===== src/rtl/mips_pkg.sv =====
//==============================================================================
// Module : mips_pkg
// Shared command, opcode and funct encodings for the loader and control decoder.
// Rev    : 1.0
//==============================================================================
`default_nettype none

package mips_pkg;

    typedef enum logic [3:0] {
        CMD_ADD   = 4'd0,
        CMD_SUB   = 4'd1,
        CMD_AND   = 4'd2,
        CMD_OR    = 4'd3,
        CMD_SLT   = 4'd4,
        CMD_JMADD = 4'd5,
        CMD_LW    = 4'd6,
        CMD_SW    = 4'd7,
        CMD_BEQ   = 4'd8,
        CMD_BMN   = 4'd9,
        CMD_JAL   = 4'd10
    } cmd_op_e;

    localparam logic [5:0] OP_RTYPE = 6'd0;
    localparam logic [5:0] OP_JAL   = 6'd3;
    localparam logic [5:0] OP_BEQ   = 6'd4;
    localparam logic [5:0] OP_BMN   = 6'd21;
    localparam logic [5:0] OP_LW    = 6'd35;
    localparam logic [5:0] OP_SW    = 6'd43;

    localparam logic [5:0] F_ADD    = 6'h20;
    localparam logic [5:0] F_SUB    = 6'h22;
    localparam logic [5:0] F_AND    = 6'h24;
    localparam logic [5:0] F_OR     = 6'h25;
    localparam logic [5:0] F_SLT    = 6'h2A;
    localparam logic [5:0] F_JMADD  = 6'h1F;

    typedef enum logic [1:0] {
        ST_IDLE = 2'd0,
        ST_LOAD = 2'd1,
        ST_DONE = 2'd2
    } ld_state_e;

    function automatic logic [31:0] rtype_word(input logic [4:0] rs, input logic [4:0] rt,
                                               input logic [4:0] rd, input logic [5:0] funct);
        return {OP_RTYPE, rs, rt, rd, 5'd0, funct};
    endfunction

    function automatic logic [31:0] itype_word(input logic [5:0] op, input logic [4:0] rs,
                                               input logic [4:0] rt, input logic [15:0] imm);
        return {op, rs, rt, imm};
    endfunction

endpackage

`default_nettype wire


===== src/rtl/instr_encoder.sv =====
//==============================================================================
// Module : instr_encoder
// Combinational mnemonic-to-MIPS-word encoder with a legality flag.
// Rev    : 1.0
//==============================================================================
`default_nettype none

module instr_encoder
    import mips_pkg::*;
(
    input  logic [3:0]  i_op,
    input  logic [4:0]  i_rs,
    input  logic [4:0]  i_rt,
    input  logic [4:0]  i_rd,
    input  logic [15:0] i_imm,
    input  logic [25:0] i_target,
    output logic [31:0] o_word,
    output logic        o_legal
);

    always_comb begin
        o_word  = '0;
        o_legal = 1'b1;
        case (i_op)
            CMD_ADD:   o_word = rtype_word(i_rs, i_rt, i_rd, F_ADD);
            CMD_SUB:   o_word = rtype_word(i_rs, i_rt, i_rd, F_SUB);
            CMD_AND:   o_word = rtype_word(i_rs, i_rt, i_rd, F_AND);
            CMD_OR:    o_word = rtype_word(i_rs, i_rt, i_rd, F_OR);
            CMD_SLT:   o_word = rtype_word(i_rs, i_rt, i_rd, F_SLT);
            CMD_JMADD: o_word = rtype_word(i_rs, i_rt, i_rd, F_JMADD);
            CMD_LW:    o_word = itype_word(OP_LW,  i_rs, i_rt, i_imm);
            CMD_SW:    o_word = itype_word(OP_SW,  i_rs, i_rt, i_imm);
            CMD_BEQ:   o_word = itype_word(OP_BEQ, i_rs, i_rt, i_imm);
            CMD_BMN:   o_word = itype_word(OP_BMN, i_rs, i_rt, i_imm);
            CMD_JAL:   o_word = {OP_JAL, i_target};
            default:   o_legal = 1'b0;
        endcase
    end

endmodule

`default_nettype wire


===== src/rtl/instr_loader.sv =====
//==============================================================================
// Module : instr_loader
// Streams encoded instructions into instruction memory while holding the CPU.
// Rev    : 1.0
//==============================================================================
`default_nettype none

module instr_loader
    import mips_pkg::*;
#(
    parameter int ADDR_W    = 8,
    parameter int BASE_ADDR = 0
) (
    input  logic              clk,
    input  logic              rst_n,
    input  logic              start,
    input  logic              cmd_valid,
    output logic              cmd_ready,
    input  logic [3:0]        cmd_op,
    input  logic [4:0]        cmd_rs,
    input  logic [4:0]        cmd_rt,
    input  logic [4:0]        cmd_rd,
    input  logic [15:0]       cmd_imm,
    input  logic [25:0]       cmd_target,
    input  logic              cmd_last,
    output logic              imem_we,
    output logic [ADDR_W-1:0] imem_addr,
    output logic [31:0]       imem_wdata,
    output logic              cpu_hold,
    output logic              done,
    output logic              err_illegal,
    output logic              err_overflow
);

    localparam logic [ADDR_W-1:0] c_BASE = ADDR_W'(BASE_ADDR);
    localparam logic [ADDR_W-1:0] c_LAST = {ADDR_W{1'b1}};

    ld_state_e         r_state, w_state_nxt;
    logic [ADDR_W-1:0] r_addr, w_addr_nxt;
    logic              r_we, w_we_nxt;
    logic [ADDR_W-1:0] r_waddr, w_waddr_nxt;
    logic [31:0]       r_wdata, w_wdata_nxt;
    logic              r_done, w_done_nxt;
    logic              r_hold, w_hold_nxt;
    logic              r_loaded, w_loaded_nxt;
    logic              r_err_ill, w_err_ill_nxt;
    logic              r_err_ovf, w_err_ovf_nxt;

    logic [31:0]       w_word;
    logic              w_legal;
    logic              w_accept;

    instr_encoder u_enc (
        .i_op     (cmd_op),
        .i_rs     (cmd_rs),
        .i_rt     (cmd_rt),
        .i_rd     (cmd_rd),
        .i_imm    (cmd_imm),
        .i_target (cmd_target),
        .o_word   (w_word),
        .o_legal  (w_legal)
    );

    assign cmd_ready = (r_state == ST_LOAD);
    assign w_accept  = cmd_ready & cmd_valid;

    always_comb begin
        w_state_nxt   = r_state;
        w_addr_nxt    = r_addr;
        w_we_nxt      = 1'b0;
        w_waddr_nxt   = r_waddr;
        w_wdata_nxt   = r_wdata;
        w_done_nxt    = 1'b0;
        w_hold_nxt    = r_hold;
        w_loaded_nxt  = r_loaded;
        w_err_ill_nxt = r_err_ill;
        w_err_ovf_nxt = r_err_ovf;
        case (r_state)
            ST_IDLE: begin
                w_hold_nxt = ~r_loaded;
                if (start) begin
                    w_err_ill_nxt = 1'b0;
                    w_err_ovf_nxt = 1'b0;
                    w_addr_nxt    = c_BASE;
                    w_hold_nxt    = 1'b1;
                    w_state_nxt   = ST_LOAD;
                end
            end
            ST_LOAD: begin
                if (w_accept) begin
                    if (w_legal) begin
                        w_we_nxt    = 1'b1;
                        w_waddr_nxt = r_addr;
                        w_wdata_nxt = w_word;
                        // Counter saturates at the top word; the session ends there.
                        if (r_addr != c_LAST) begin
                            w_addr_nxt = r_addr + ADDR_W'(1);
                        end
                    end else begin
                        w_err_ill_nxt = 1'b1;
                    end
                    if (cmd_last) begin
                        w_state_nxt = ST_DONE;
                    end else if (w_legal && (r_addr == c_LAST)) begin
                        w_err_ovf_nxt = 1'b1;
                        w_state_nxt   = ST_DONE;
                    end
                end
            end
            ST_DONE: begin
                w_done_nxt   = 1'b1;
                w_loaded_nxt = 1'b1;
                w_hold_nxt   = 1'b0;
                w_state_nxt  = ST_IDLE;
            end
            default: begin
                w_state_nxt = ST_IDLE;
            end
        endcase
    end

    always_ff @(posedge clk or negedge rst_n) begin
        if (!rst_n) begin
            r_state   <= ST_IDLE;
            r_addr    <= c_BASE;
            r_we      <= 1'b0;
            r_waddr   <= '0;
            r_wdata   <= '0;
            r_done    <= 1'b0;
            r_hold    <= 1'b1;
            r_loaded  <= 1'b0;
            r_err_ill <= 1'b0;
            r_err_ovf <= 1'b0;
        end else begin
            r_state   <= w_state_nxt;
            r_addr    <= w_addr_nxt;
            r_we      <= w_we_nxt;
            r_waddr   <= w_waddr_nxt;
            r_wdata   <= w_wdata_nxt;
            r_done    <= w_done_nxt;
            r_hold    <= w_hold_nxt;
            r_loaded  <= w_loaded_nxt;
            r_err_ill <= w_err_ill_nxt;
            r_err_ovf <= w_err_ovf_nxt;
        end
    end

    assign imem_we      = r_we;
    assign imem_addr    = r_waddr;
    assign imem_wdata   = r_wdata;
    assign cpu_hold     = r_hold;
    assign done         = r_done;
    assign err_illegal  = r_err_ill;
    assign err_overflow = r_err_ovf;

endmodule

`default_nettype wire


===== config.mk =====
export PLATFORM = sky130hd
export DESIGN_NAME = instr_loader
export DESIGN_NICKNAME = d
export VERILOG_FILES = /design/src/rtl/mips_pkg.sv /design/src/rtl/instr_encoder.sv /design/src/rtl/instr_loader.sv
export SDC_FILE = /design/constraint.sdc
export NUM_CORES = 1
export LEC_CHECK = 0
export BUFFER_PORTS_ARGS = -buffer_cell sky130_fd_sc_hd__clkbuf_2
export CAP_MARGIN = 25
export CORE_MARGIN = 3
export CORE_UTILIZATION = 43
export CTS_CLUSTER_DIAMETER = 50
export DETAILED_ROUTE_END_ITERATION = 7
export GPL_TIMING_DRIVEN = 0
export HOLD_SLACK_MARGIN = 0.1
export PLACE_DENSITY = 0.76
export SETUP_SLACK_MARGIN = 0.5
export SYNTH_ARGS = -nofsm -noshare
export SYNTH_HDL_FRONTEND = slang
export SYNTH_SLANG_ARGS = --single-unit

===== constraint.sdc =====
create_clock -name clk -period 1.82 [get_ports clk]
set_input_delay 0.364 -clock clk [delete_from_list [all_inputs] [get_ports clk]]
set_output_delay 0.364 -clock clk [all_outputs]
set_load 0.005 [all_outputs]

======== Yosys cells after proc, flatten, opt, wreduce, memory -nomap -nowiden ========
Index checks and enable logic that the tools add are counted.
word-level totals
  output and inout port bits .............. 46
  bits of input ports ..................... 66
  register bits after elaboration ......... 56
cells by class
  $add $sub $neg .......................... 1
  equality and inequality tests ........... 22
  mux-type cells .......................... 26
  reduce and logical (&&, ||, !) cells .... 11
  bitwise gates (word level) .............. 2
operators by type and width
  kind                                                 number
  one-hot mux 32 bit (11 select lines)                 1
  two-way mux 8 bit                                    4
  equality test 4 x 3 -> 1 bit, second input constant  4
  one-hot mux 8 bit (2 select lines)                   1
  equality test 4 bit, second input constant           3
  two-way mux 1 bit                                    12
  OR reduction 11 bit                                  1
  AND reduction 5 bit                                  2
  adder 8 x 1 -> 8 bit, second input constant          1
  equality test 4 x 2 -> 1 bit, second input constant  2
  equality test 8 bit, second input constant           1
  two-way mux 2 bit                                    4
  != test 2 x 1 -> 1 bit, second input constant        4
  != test 8 bit, second input constant                 1
  != test 2 bit, second input constant                 3
  one-hot mux 1 bit (2 select lines)                   3
  AND reduction 3 bit                                  2
  equality test 4 x 1 -> 1 bit, second input constant  1
  zero test 4 bit                                      1
  one-hot mux 2 bit (2 select lines)                   1
  AND reduction 4 bit                                  1
  nonzero test 2 bit                                   2
  != test 3 x 1 -> 1 bit, second input constant        1
  equality test 2 x 1 -> 1 bit, second input constant  1
  5 further kinds                                      5

======== Longest topological paths before layout ========
  word-level depth ........................ 8
  depth in mapped cells ................... 7
  depth with buffers taken out ............ 6

======== Hierarchy ========
From an unflattened synthesis, not the netlist that was laid out.
second synthesis, totals
  cell total of the unflattened synthesis .. 327
  area total of the unflattened synthesis .. 2,852.7 um^2
by module, submodules not included
  module         area an instance (um^2)  cells an instance  times used
  instr_loader   2,280.9                  245                1
  instr_encoder  571.8                    82                 1

======== Least setup slack after synthesis ========
Ideal clock, no wire load.
  path kind ............................... register to register
  start point ............................. register r_addr[0]
  end point ............................... register r_addr[6]
  data arrival time ....................... 1.654 ns
  slack ................................... 0.083 ns
  stages on the path, launching flop included .. 7
  required time ........................... 1.737 ns
  cells stage by stage .................... dfrtp_1 -> ha_1 -> and3_2 -> a22oi_2 -> o21ai_2 -> or4_1 -> o21ai_0
on the way
  cells in the longest elaborated chain, start to end .. 5
ends and longest elaborated chain
  element                             RTL line             RTL
  start: declaration                  instr_loader.sv:39   logic [ADDR_W-1:0] r_addr, w_addr_nxt;
  start signal: assignment            instr_loader.sv:125  r_addr <= c_BASE;
  start signal: assignment            instr_loader.sv:136  r_addr <= w_addr_nxt;
  adder 8 x 1 -> 8 bit                instr_loader.sv:97   w_addr_nxt = r_addr + ADDR_W'(1);
  two-way mux 8 bit                   instr_loader.sv:96   if (r_addr != c_LAST) begin
  two-way mux 8 bit                   instr_loader.sv:91   if (w_legal) begin
  two-way mux 8 bit                   instr_loader.sv:90   if (w_accept) begin
  one-hot mux 8 bit (2 select lines)  instr_loader.sv:78   case (r_state)
Several ways; a longest one is shown, not always the timed one. The select of a mux whose other input is x is not followed.
A chain may end at the register's enable or synchronous reset.

======== Final worst setup path ========
  start point ............................. register r_addr[0]
  end point ............................... register r_addr[7]
Same word-level chain as after synthesis.

==> run metrics <==
CTS buffer count 5; post-route setup slack 0.2061 ns; Worst Clk Skew 0.005536 ns; Avg Cell Area, Syn 9.849 um2; n_diodes 0; Overflow after GRT 0; Synth area leader dfrtp_1; DRC Markers 0; Pre-antenna DRT Iters 6; Die ar. 7238 um2; Layout fillers 436; Final HPWL DP 5375 um; clock share of power 15.8%; Psw 1935 uW; min-delay worst type in2async; core area 5991 um2; row count 28; routed via count 2755; endpoints failing setup 0; DRT Wirelength 8301 um; most frequent cells in the layout clkbuf_2, dfrtp_1, o21ai_2; switching share of power 36.14%; Seq pwr share 37.5%; sequential element share of the synthesized area 52.16%; Max Clock Freq 619.6 MHz; largest cells by area after synthesis dfrtp_1, o21ai_0, nand2_1; number of flops mapped to enable cells by yosys 0; antenna violations before repair 0; Leak 0.002121 uW; YS warnings 0; unrepaired setup endpoints after global routing yes; routability cong. 0.9139; Final Slew Violations 0; max-cap violations 0; CP startpoint r_addr[0]$_DFFE_PN0P_; Worst R2R Setup Slack 0.21 ns; WS Path Type reg2reg; Cells after Synth 273; crit end category flop; nets@finish 486; design area 4335 um2; largest net degree at the start of global routing 31; Mapped Area 2689 um2; Min Clock Period, post-route 1.614 ns; clock-pin slew on the worst setup and hold paths 0.11 ns; Reg area 1406 um2; WL/cell 16.77 um; Reg2Reg Depth 6; Iteration-0 DRC Markers 128; setup TNS 0 ns; #FFs+latches synth 56; crit path max fanout 7; Post-DRT Antenna Nets 0; Die Y 85.08 um; Setup WS pre-CTS 0.002465 ns; part of the power in combinational logic 46.7%; Peak VDD IR 0.7491 mV; vias per cell 5.566; root buffer cell clkbuf_8; Tightest Pin Transition 0.7256 ns; Crit path arrival time 1.86 ns; I/O pin count 112; status completed; Clock Latency Late Sink 0.31 ns; area of the multi-input gates 1567 um2; Pint 3420 uW; commonest non-fill, non-tap cell in the layout clkbuf_2; clk buf depth 2; Die W 85.08 um; RR Startpoint r_addr[0]$_DFFE_PN0P_; ys async rst share 100.0%; net count after synthesis 340; Starting Density 44.88%; share of cells above drive strength 1 63.81%; dpl cell area 3443 um2; Synth cell types 47; Most used DFF post-synth dfrtp_1; CP startpoint kind flop; number of global-route vias before repair 2652; Worst Setup EP r_addr[7]$_DFFE_PN0P_; Hold Vio Cnt, Final 0; port buffer count 110; Syn-to-layout area delta 61.24%; period utilization 88.68%; Power Dens Cells 1235 nW/um2; clock tree from TritonCTS built; Relative slew margins 51.63%; capturing point of the worst reg2reg path r_addr[7]$_DFFE_PN0P_; top cell type's share of synthesized area 51.19%; Sink Count 56; Final Instance Count excl. Fillers 495; total global-route track usage 21.12%; H-tree levels 2; Req. time, crit path 2.07 ns; first-pass GRT wire length 12350 um; # placed instances 459
-- flip-flops by register name, indices dropped and copies added (netlist names) --
signal / count
cpu_hold: 1
done: 1
err_illegal: 1
err_overflow: 1
imem_addr: 8
imem_wdata: 32
imem_we: 1
r_addr: 8
r_loaded: 1
r_state: 2
-- area by class of cell --
| class | instances | area share [%] |
|---|---|---|
| Clock inverter | 3 | 1.068 |
| Sequential cell | 56 | 32.44 |
| Tap cell | 75 | 2.165 |
| Buffer | 19 | 5.599 |
| Multi-Input combinational cell | 190 | 36.13 |
| Clock buffer | 5 | 1.587 |
| Inverter | 8 | 0.7504 |
| Timing Repair Buffer | 139 | 20.26 |
-- power groups by stage --
stage                     clock network (uW)  logic (uW)  registers [uW]
after floorplan                            0         807            1940
after global placement                     0        1510            1900
after detailed placement                   0        1550            1920
after CTS                                868        2050            1900
after global routing                     910        2700            2070
final                                    847        2500            2010
-- cell usage after synthesis, types with 2 or more instances --
library cell  instances
a211oi_1              2
a21o_1                4
a21oi_1              18
a221oi_1              4
a222oi_1              5
a22oi_1              15
buf_2                 6
buf_4                 2
buf_6                 4
clkbuf_1              7
dfrtp_1              55
inv_1                 7
mux2_2               10
nand2_1              40
nand3_1               5
nand4_1               3
nor2_1               10
nor2b_1               5
nor3_1                2
o21ai_0              37
o21ai_1               2
or3_1                 5
-- critical path, cell delays in order (launching register included) --
cell and delay (ns):
dfrtp_2 0.45, ha_4 0.16, and3_4 0.15, a22oi_2 0.17, o21ai_4 0.11, or3_1 0.35, a21oi_2 0.15
-- through the flow --
stage               hold WS, ns  utilization [%]  power, uW
floorplan               0.06841                -       2745
global placement         0.4448            57.14       3416
detailed placement       0.4453            57.48       3471
CTS                     0.09097            65.94       4824
global route             0.1190            72.37       5674
finish                  0.08697            72.37       5355
-- what timing repair did --
action                                  in CTS  in global routing
pin swaps                                   29                 27
gates resized for setup                     61                 83
cloned                                       5                  1
endpoints found under the setup margin      54                 55
setup buffers                               11                 11
hold endpoints to repair                    24                  0
-- how the worst min path moves through the flow --
| stage | end | slack, ns | depth (start not counted) |
|---|---|---|---|
| floorplan | done$_DFF_PN0_ | 0.07 | 0 |
| CTS | r_addr[5]$_DFFE_PN0P_ | 0.09 | 1 |
| global route | r_addr[3]$_DFFE_PN0P_ | 0.12 | 1 |
| global placement | r_loaded$_DFFE_PN0P_ | 0.44 | 1 |
| detailed placement | imem_wdata[23]$_DFFE_PN0P_ | 0.45 | 1 |
| finish | imem_wdata[23]$_DFFE_PN0P_ | 0.09 | 1 |
-- kinds of logic (layout without fill, tap and decap cells) --
family | count (synthesis) | count (layout) | share of synthesized area, %
compound gates | 94 | 94 | 22.01
buf+inv | 27 | 174 | 5.444
simple gates | 83 | 83 | 15.03
mux | 11 | 11 | 4.560
xor+xnor | 1 | 1 | 0.3258
flops | 56 | 56 | 52.16
fa+ha+maj | 1 | 1 | 0.4653
-- metal layers --
metal | vias to the layer above | wire length [um] | track usage [%]
li1 | 1289 | - | -
met1 | 1342 | 3236 | 25.69
met2 | 116 | 4470 | 38.14
met3 | 8 | 528 | 4.563
met4 | 0 | 65 | 4.892
met5 | - | 0 | 0
Power figures use the tool's default switching activity.
